**config.mk**
```make
export PLATFORM = sky130hd
export DESIGN_NAME = regfile_sb
export DESIGN_NICKNAME = d
export VERILOG_FILES = /design/src/rtl/regfile_sb.sv
export SDC_FILE = /design/constraint.sdc
export NUM_CORES = 2
export LEC_CHECK = 0
export CORE_MARGIN = 2
export CORE_UTILIZATION = 57
export CTS_BUF_LIST = sky130_fd_sc_hd__clkbuf_8 sky130_fd_sc_hd__clkbuf_16
export DETAILED_ROUTE_END_ITERATION = 12
export PLACE_DENSITY = 0.77
export SKIP_LAST_GASP = 1
export SLEW_MARGIN = 0
export SYNTH_ARGS = -nofsm -noshare
export SYNTH_HDL_FRONTEND = slang
export SYNTH_SLANG_ARGS = --single-unit
```
**constraint.sdc**
```tcl
create_clock -name iClk -period 37.9 [get_ports iClk]
set_input_delay 5.685 -clock iClk [delete_from_list [all_inputs] [get_ports iClk]]
set_output_delay 5.685 -clock iClk [all_outputs]
set_load 0.01 [all_outputs]
```
**src/rtl/regfile_sb.sv**
```systemverilog
// Multi-port register file with per-register busy scoreboard for RAW/WAW hazard detection.
// Combinational reads with optional write bypass; writes and issues take effect on iClk rise.
module regfile_sb #(
    parameter int unsigned WIDTH    = 32,
    parameter int unsigned DEPTH    = 32,
    parameter bit          ZERO_REG = 1'b1,
    parameter bit          BYPASS   = 1'b1,
    localparam int unsigned ADDR_W  = $clog2(DEPTH)
) (
    input  logic              iClk,
    input  logic              iRst,
    input  logic [ADDR_W-1:0] iAddrA,
    input  logic [ADDR_W-1:0] iAddrB,
    output logic [WIDTH-1:0]  oRegA,
    output logic [WIDTH-1:0]  oRegB,
    output logic              oBusyA,
    output logic              oBusyB,
    input  logic              iWrite,
    input  logic [ADDR_W-1:0] iAddrC,
    input  logic [WIDTH-1:0]  iRegC,
    input  logic              iIssue,
    input  logic [ADDR_W-1:0] iIssueAddr,
    output logic              oIssueReady,
    output logic [ADDR_W:0]   oPendCnt
);

    logic [WIDTH-1:0] mem_q [DEPTH];
    logic [WIDTH-1:0] mem_d [DEPTH];
    logic [DEPTH-1:0] busy_q, busy_d;
    logic [ADDR_W:0]  pend_q, pend_d;

    logic wr_en;
    logic issue_zero;
    logic issue_ready;
    logic issue_set;
    logic pend_inc;
    logic pend_dec;

    always_comb begin
        wr_en       = iWrite && !(ZERO_REG && (iAddrC == '0));
        issue_zero  = ZERO_REG && (iIssueAddr == '0);
        issue_ready = issue_zero || !busy_q[iIssueAddr] || (iWrite && (iAddrC == iIssueAddr));
        issue_set   = iIssue && issue_ready && !issue_zero;
        pend_inc    = issue_set && !busy_q[iIssueAddr];
        // A same-address issue keeps the bit set, so the write must not count it as cleared.
        pend_dec    = wr_en && busy_q[iAddrC] && !(issue_set && (iIssueAddr == iAddrC));
    end

    always_comb begin
        mem_d = mem_q;
        if (wr_en) begin
            mem_d[iAddrC] = iRegC;
        end
    end

    always_comb begin
        busy_d = busy_q;
        if (wr_en) begin
            busy_d[iAddrC] = 1'b0;
        end
        if (issue_set) begin
            busy_d[iIssueAddr] = 1'b1;
        end
    end

    always_comb begin
        pend_d = pend_q;
        if (pend_inc && !pend_dec) begin
            pend_d = pend_q + (ADDR_W+1)'(1);
        end else if (pend_dec && !pend_inc) begin
            pend_d = pend_q - (ADDR_W+1)'(1);
        end
    end

    always_ff @(posedge iClk or posedge iRst) begin
        if (iRst) begin
            for (int unsigned i = 0; i < DEPTH; i++) begin
                mem_q[i] <= '0;
            end
            busy_q <= '0;
            pend_q <= '0;
        end else begin
            mem_q  <= mem_d;
            busy_q <= busy_d;
            pend_q <= pend_d;
        end
    end

    always_comb begin
        oRegA = mem_q[iAddrA];
        if (BYPASS && wr_en && (iAddrC == iAddrA)) begin
            oRegA = iRegC;
        end
        if (ZERO_REG && (iAddrA == '0)) begin
            oRegA = '0;
        end

        oRegB = mem_q[iAddrB];
        if (BYPASS && wr_en && (iAddrC == iAddrB)) begin
            oRegB = iRegC;
        end
        if (ZERO_REG && (iAddrB == '0)) begin
            oRegB = '0;
        end

        oBusyA = busy_q[iAddrA] && !(BYPASS && wr_en && (iAddrC == iAddrA));
        oBusyB = busy_q[iAddrB] && !(BYPASS && wr_en && (iAddrC == iAddrB));
    end

    assign oIssueReady = issue_ready;
    assign oPendCnt    = pend_q;

endmodule

```
* Word-level counts from Yosys, hierarchy flattened *
Cells that the tools add are included.

word-level totals
  output and inout port bits = 73
  bits in registers = 1,062
  word-level logic and storage cells = 117

operators by class
  add/sub/neg operators = 2
  eq/ne operators = 4
  mux-type cells = 29
  reduce and logical (&&, ||, !) cells = 32
  bitwise gates (word level) = 6
  magnitude comparators = 10

operators by type and width
  cell                                                                    count
  1024-bit bitwise mux                                                    1
  32-bit two-way mux                                                      11
  32-bit binary-select mux with 5-bit select                              2
  32-bit demux with 5-bit select                                          1
  32-bit bitwise AND                                                      1
  32-bit NOT                                                              1
  32-bit OR                                                               1
  5-bit by 6-bit < comparator with 1-bit output (second input constant)   4
  1-bit binary-select mux with 5-bit select                               4
  5-bit == test                                                           4
  5-bit zero test                                                         4
  6-bit >= comparator (second input constant)                             3
  5-bit NOT with 6-bit output                                             3
  1-bit logical AND                                                       17
  6-bit two-way mux                                                       2
  1-bit demux with 5-bit select                                           2
  5-bit by 1-bit >= comparator with 1-bit output (second input constant)  2
  1-bit zero test                                                         8
  6-bit by 1-bit adder with 6-bit output (second input constant)          1
  6-bit by 1-bit < comparator with 1-bit output (second input constant)   1
  1-bit two-way mux                                                       6
  6-bit by 1-bit subtractor with 6-bit output (second input constant)     1
  1-bit logical OR                                                        2
  2-bit nonzero test                                                      1

* Depth between registers and ports, before layout *
  word-level depth = 13
  depth in mapped cells = 18

* Worst setup path before layout *
OpenSTA, ideal clock, no wires.

  path type = input-to-output
  start = input iAddrA[1]
  end = output oRegA[30]
  data arrival time = 7.296 ns
  stages on the path = 7
  path slack = 24.919 ns
  buffers on the path = 4
  cell sequence = buf_4 buf_2 buf_2 buf_2 mux4_2 a221oi_1 a31oi_1

between the ends
  cells in the longest elaborated chain, start to end = 6
  elaborated cells between the ends (all ways) = 9

RTL lines
  item                                                    RTL line  source
  start: declaration                                      12        input logic [ADDR_W-1:0] iAddrA,
  5-bit NOT with 6-bit output (implied by the code)       90        oRegA = mem_q[iAddrA];
  32-bit binary-select mux with 5-bit select              90
  32-bit two-way mux (implied by the code) (2 in series)  90
  32-bit two-way mux                                      91        if (BYPASS && wr_en && (iAddrC == iAddrA)) begin
  32-bit two-way mux *                                    94        if (ZERO_REG && (iAddrA == '0)) begin
  end: declaration                                        14        output logic [WIDTH-1:0] oRegA,

Every way passes the cells marked *; elsewhere a longest branch is shown, timed or not. The select of a mux whose other input is x is not followed.

* Final worst setup path *
  start = input iAddrB[1]
  end = output oRegB[22]

between the ends
  cells in the longest elaborated chain, start to end = 6
  elaborated cells between the ends (all ways) = 9

RTL lines
  item                                                    RTL line  source
  start: declaration                                      13        input logic [ADDR_W-1:0] iAddrB,
  5-bit NOT with 6-bit output (implied by the code)       98        oRegB = mem_q[iAddrB];
  32-bit binary-select mux with 5-bit select              98
  32-bit two-way mux (implied by the code) (2 in series)  98
  32-bit two-way mux                                      99        if (BYPASS && wr_en && (iAddrC == iAddrB)) begin
  32-bit two-way mux *                                    102       if (ZERO_REG && (iAddrB == '0)) begin
  end: declaration                                        15        output logic [WIDTH-1:0] oRegB,

Marked as above.

==> flow_metrics.env <==
export IMPL_period_minus_slack_ns=16.11
export IMPL_critPathMaxStageDelay_ns=1.08
export IMPL_finalCritPeriodShare_pct=42.50
export IMPL_routed_wl_mm=183.6
export IMPL_syn2layout_area_growth_pct=9.442
export IMPL_grt_overflow_total=0
export IMPL_cts_root_buf="clkbuf_16"
export IMPL_r2r_cells=15
export IMPL_drc=0
export IMPL_path_clk_slew_ns=0.06
export IMPL_p_int_mw=2.460
export IMPL_drt_iter0_markers=4971
export IMPL_synth_top_area_share_pct=45.18
export IMPL_ys_seq_elements=1062
export IMPL_fin_skew_ns=0.01243
export IMPL_fmax_mhz=62.09
export IMPL_drive_above_1_share_pct=42.41
export IMPL_drv_slew=0
export IMPL_rows=117
export IMPL_holdPathStages=0
export IMPL_combPwrFrac_pct=21.6
export IMPL_synth_top_area_cell="dfrtp_1"
export IMPL_grt_max_degree=121
export IMPL_path_cells="buf_8 > buf_4 > buf_4 > xnor2_1 > and4_2 > nor4_1 > nor2_1 > clkdlybuf4s50_1"
export IMPL_synth_ff_type="dfrtp_1"
export IMPL_drt_wirelength_per_cell_um=33.02
export IMPL_post_cts_buffers=0
export IMPL_cp_max_fo=54
export IMPL_total_power_mw=3.405
export IMPL_fin_cells=5559
export IMPL_h_tree_depth=3
export IMPL_path_common_cell="buf_4"
export IMPL_p_seq_share_pct=44.7
export IMPL_place_gp_congestion=0.8662
export IMPL_hold_ws_ns=0.3947
export IMPL_final_setup_viol_count=0
export IMPL_clock_latency_ns=0.70
export IMPL_drtAntennaViolNets=0
export IMPL_grt_antenna_before_repair=6
export IMPL_final_util_pct=63.09
export IMPL_cts_made_buffers=113
export IMPL_start_kind="input pin"
export IMPL_hold_class="reg2reg"
export IMPL_required_ns=32.22
export IMPL_cts_sinks=1062
export IMPL_hold_buffers=0
export IMPL_power_density_mw_per_mm2=52.89
export IMPL_yosys_warnings=0
export IMPL_rsz0062_at_grt="false"
export IMPL_syn_area_mm2=0.05882
export IMPL_first_pass_iters=7
export IMPL_synth_edf_count=0
export IMPL_ir_drop_v=0.00004076
export IMPL_final_common_cell="dfrtp_1"
export IMPL_synth_cells=4199
export IMPL_slew_headroom_pct=10.66
export IMPL_setup_worst_path_class="in2out"
export IMPL_cts_tree="done"
export IMPL_endpoint_kind="output pin"
export IMPL_crit_slowest_cell="and4_2"
export IMPL_power_switching_mw=0.9450
export IMPL_hold_viol=0
export IMPL_cap_violations=0
export IMPL_dp_cells=5353
export IMPL_core_mm2=0.1020
export IMPL_dieArea_mm2=0.1058
export IMPL_path_depth=8
export IMPL_fin_nets=4162
export IMPL_fin_tns_setup_ns=0
export IMPL_ctsLongestPathBuffers=3
export IMPL_status="complete, no violations"
export IMPL_netSwitchingFraction_pct=27.75
export IMPL_leakagePower_nw=27.83
export IMPL_grt_usage_pct=34.94
export IMPL_p_clk_share_pct=33.7
export IMPL_grt_pass1_vias=41060
export IMPL_dpl_hpwl_mm=104.9
export IMPL_initial_core_util_pct=57.65
export IMPL_ys_async_sr_fraction_pct=100.0
export IMPL_io_pins=129
export IMPL_io_buffers=128
export IMPL_layout_common_cells="dfrtp_1 (1,062), mux2_2 (964), mux4_2 (431), mux2i_1 (263), nor2_1 (136)"
export IMPL_syn_nets=4261
export IMPL_via_per_inst=7.223
export IMPL_syn_mean_instance_area_um2=14.01
export IMPL_grt_pass1_wl_mm=274.2
export IMPL_synth_distinct_cells=75
export IMPL_critPathTopFamily="buffers and inverters"
export IMPL_tightest_slew_ns=1.340
export IMPL_synthTopCellsByArea="dfrtp_1 (45%), mux2_2 (18%), mux4_2 (17%)"
export IMPL_fp_dieH_um=325.2
export IMPL_cts_resized_gates=0
export IMPL_path_buf_inv=4
export IMPL_yosysSeqAreaShare_pct=45.18
export IMPL_worst_endpoint_arrival_ns=10.42
export IMPL_vias=40150
export IMPL_die_w_um=325.2
## kinds of logic (layout without fill, tap and decap cells)
logic type | Yosys count | in the layout | synth area share [%]
fa+ha+maj | 6 | 6 | 0.1404
other cells | 0 | 3 | 0
xor+xnor | 20 | 20 | 0.2978
mux | 1718 | 1718 | 40.58
buf+inv | 506 | 495 | 4.518
flops | 1062 | 1062 | 45.18
simple gates | 419 | 419 | 3.444
compound gates | 468 | 468 | 5.843
## stage by stage
stage / area [um2] / setup slack (ns)
floorplan: 58820 / 2.321
CTS: 64370 / 22.08
finish: 64380 / 21.79
global route: 64370 / 21.84
detailed placement: 60510 / 22.10
global placement: 60510 / 22.09
## worst reg2reg max path, delay by kind of cell (launching register included)
kind | cells | cell delay, ns
AO/OA/AOI/OAI | 9 | 2.19
adder cells (fa/ha/maj) | 2 | 0.51
flip-flops | 1 | 0.43
multiplexers | 1 | 0.28
buffers and inverters | 1 | 0.14
XOR/XNOR | 1 | 0.14
AND/OR/NAND/NOR | 1 | 0.07
## area by class of cell
class / instances / area (um2)
fill: 7474 / 37660
multi-input combinational: 2631 / 29780
sequential: 1062 / 26580
clock buffer: 142 / 3238
timing repair buffer: 256 / 2291
tap: 1368 / 1712
clock inverter: 61 / 624.3
inverter: 36 / 145.1
antenna: 3 / 7.507
## per-layer routing
metal	wire (um)	global-route usage, %	vias to the layer above
li1	-	-	15880
met3	20780	9.110	579
met2	82350	52.22	2479
met4	10730	18.51	6
met5	36	0	-
met1	69680	47.23	21200
## synth_stat cells, types with 5 or more instances
cell / instances
nand2b_1: 28
buf_4: 44
nor3_1: 25
o22ai_1: 14
and3_1: 8
dfrtp_1: 1062
nor2b_1: 31
nor4_1: 13
a221o_1: 19
a32o_1: 31
mux2_1: 60
a211oi_1: 36
a311oi_1: 6
nand3_1: 22
buf_8: 5
xnor2_1: 9
a41oi_1: 17
nor2_1: 149
mux2_2: 964
o21ai_0: 43
nand2_1: 94
mux4_2: 431
a221oi_2: 8
mux2i_1: 263
buf_6: 27
o32ai_1: 16
o31ai_1: 11
buf_1: 25
buf_12: 7
a31oi_1: 6
xor2_1: 11
inv_1: 34
a221oi_1: 59
a22oi_1: 36
buf_2: 176
and2_1: 16
clkbuf_1: 186
ha_1: 5
o211ai_1: 22
o21ai_1: 28
a21oi_1: 88
## power groups by stage
stage | Sequential, mW | Combinational (mW) | Clock (mW)
floorplan | 1.48 | 0.566 | 0
global placement | 1.52 | 0.708 | 0
detailed placement | 1.53 | 0.727 | 0
CTS | 1.52 | 0.731 | 1.16
global route | 1.55 | 0.785 | 1.21
finish | 1.52 | 0.735 | 1.15
## worst paths after layout
check	start	endpoint	slack, ns
max in group asynchronous	iRst	mem_q[878]	28.97
min in group asynchronous	iRst	mem_q[831]	5.58
setup reg to reg	busy_q[16]	oPendCnt[5]	34.03
hold reg to reg	mem_q[1016]	mem_q[1016]	0.39
setup / recovery	iAddrB[1]	oRegB[22]	21.79
hold / removal	mem_q[1016]	mem_q[1016]	0.39
## registers in the layout, summed over array words and instances, names as in the netlist
signal,cells
oPendCnt,6
busy_q,32
mem_q,1024
(Power assumes the default switching activity.)
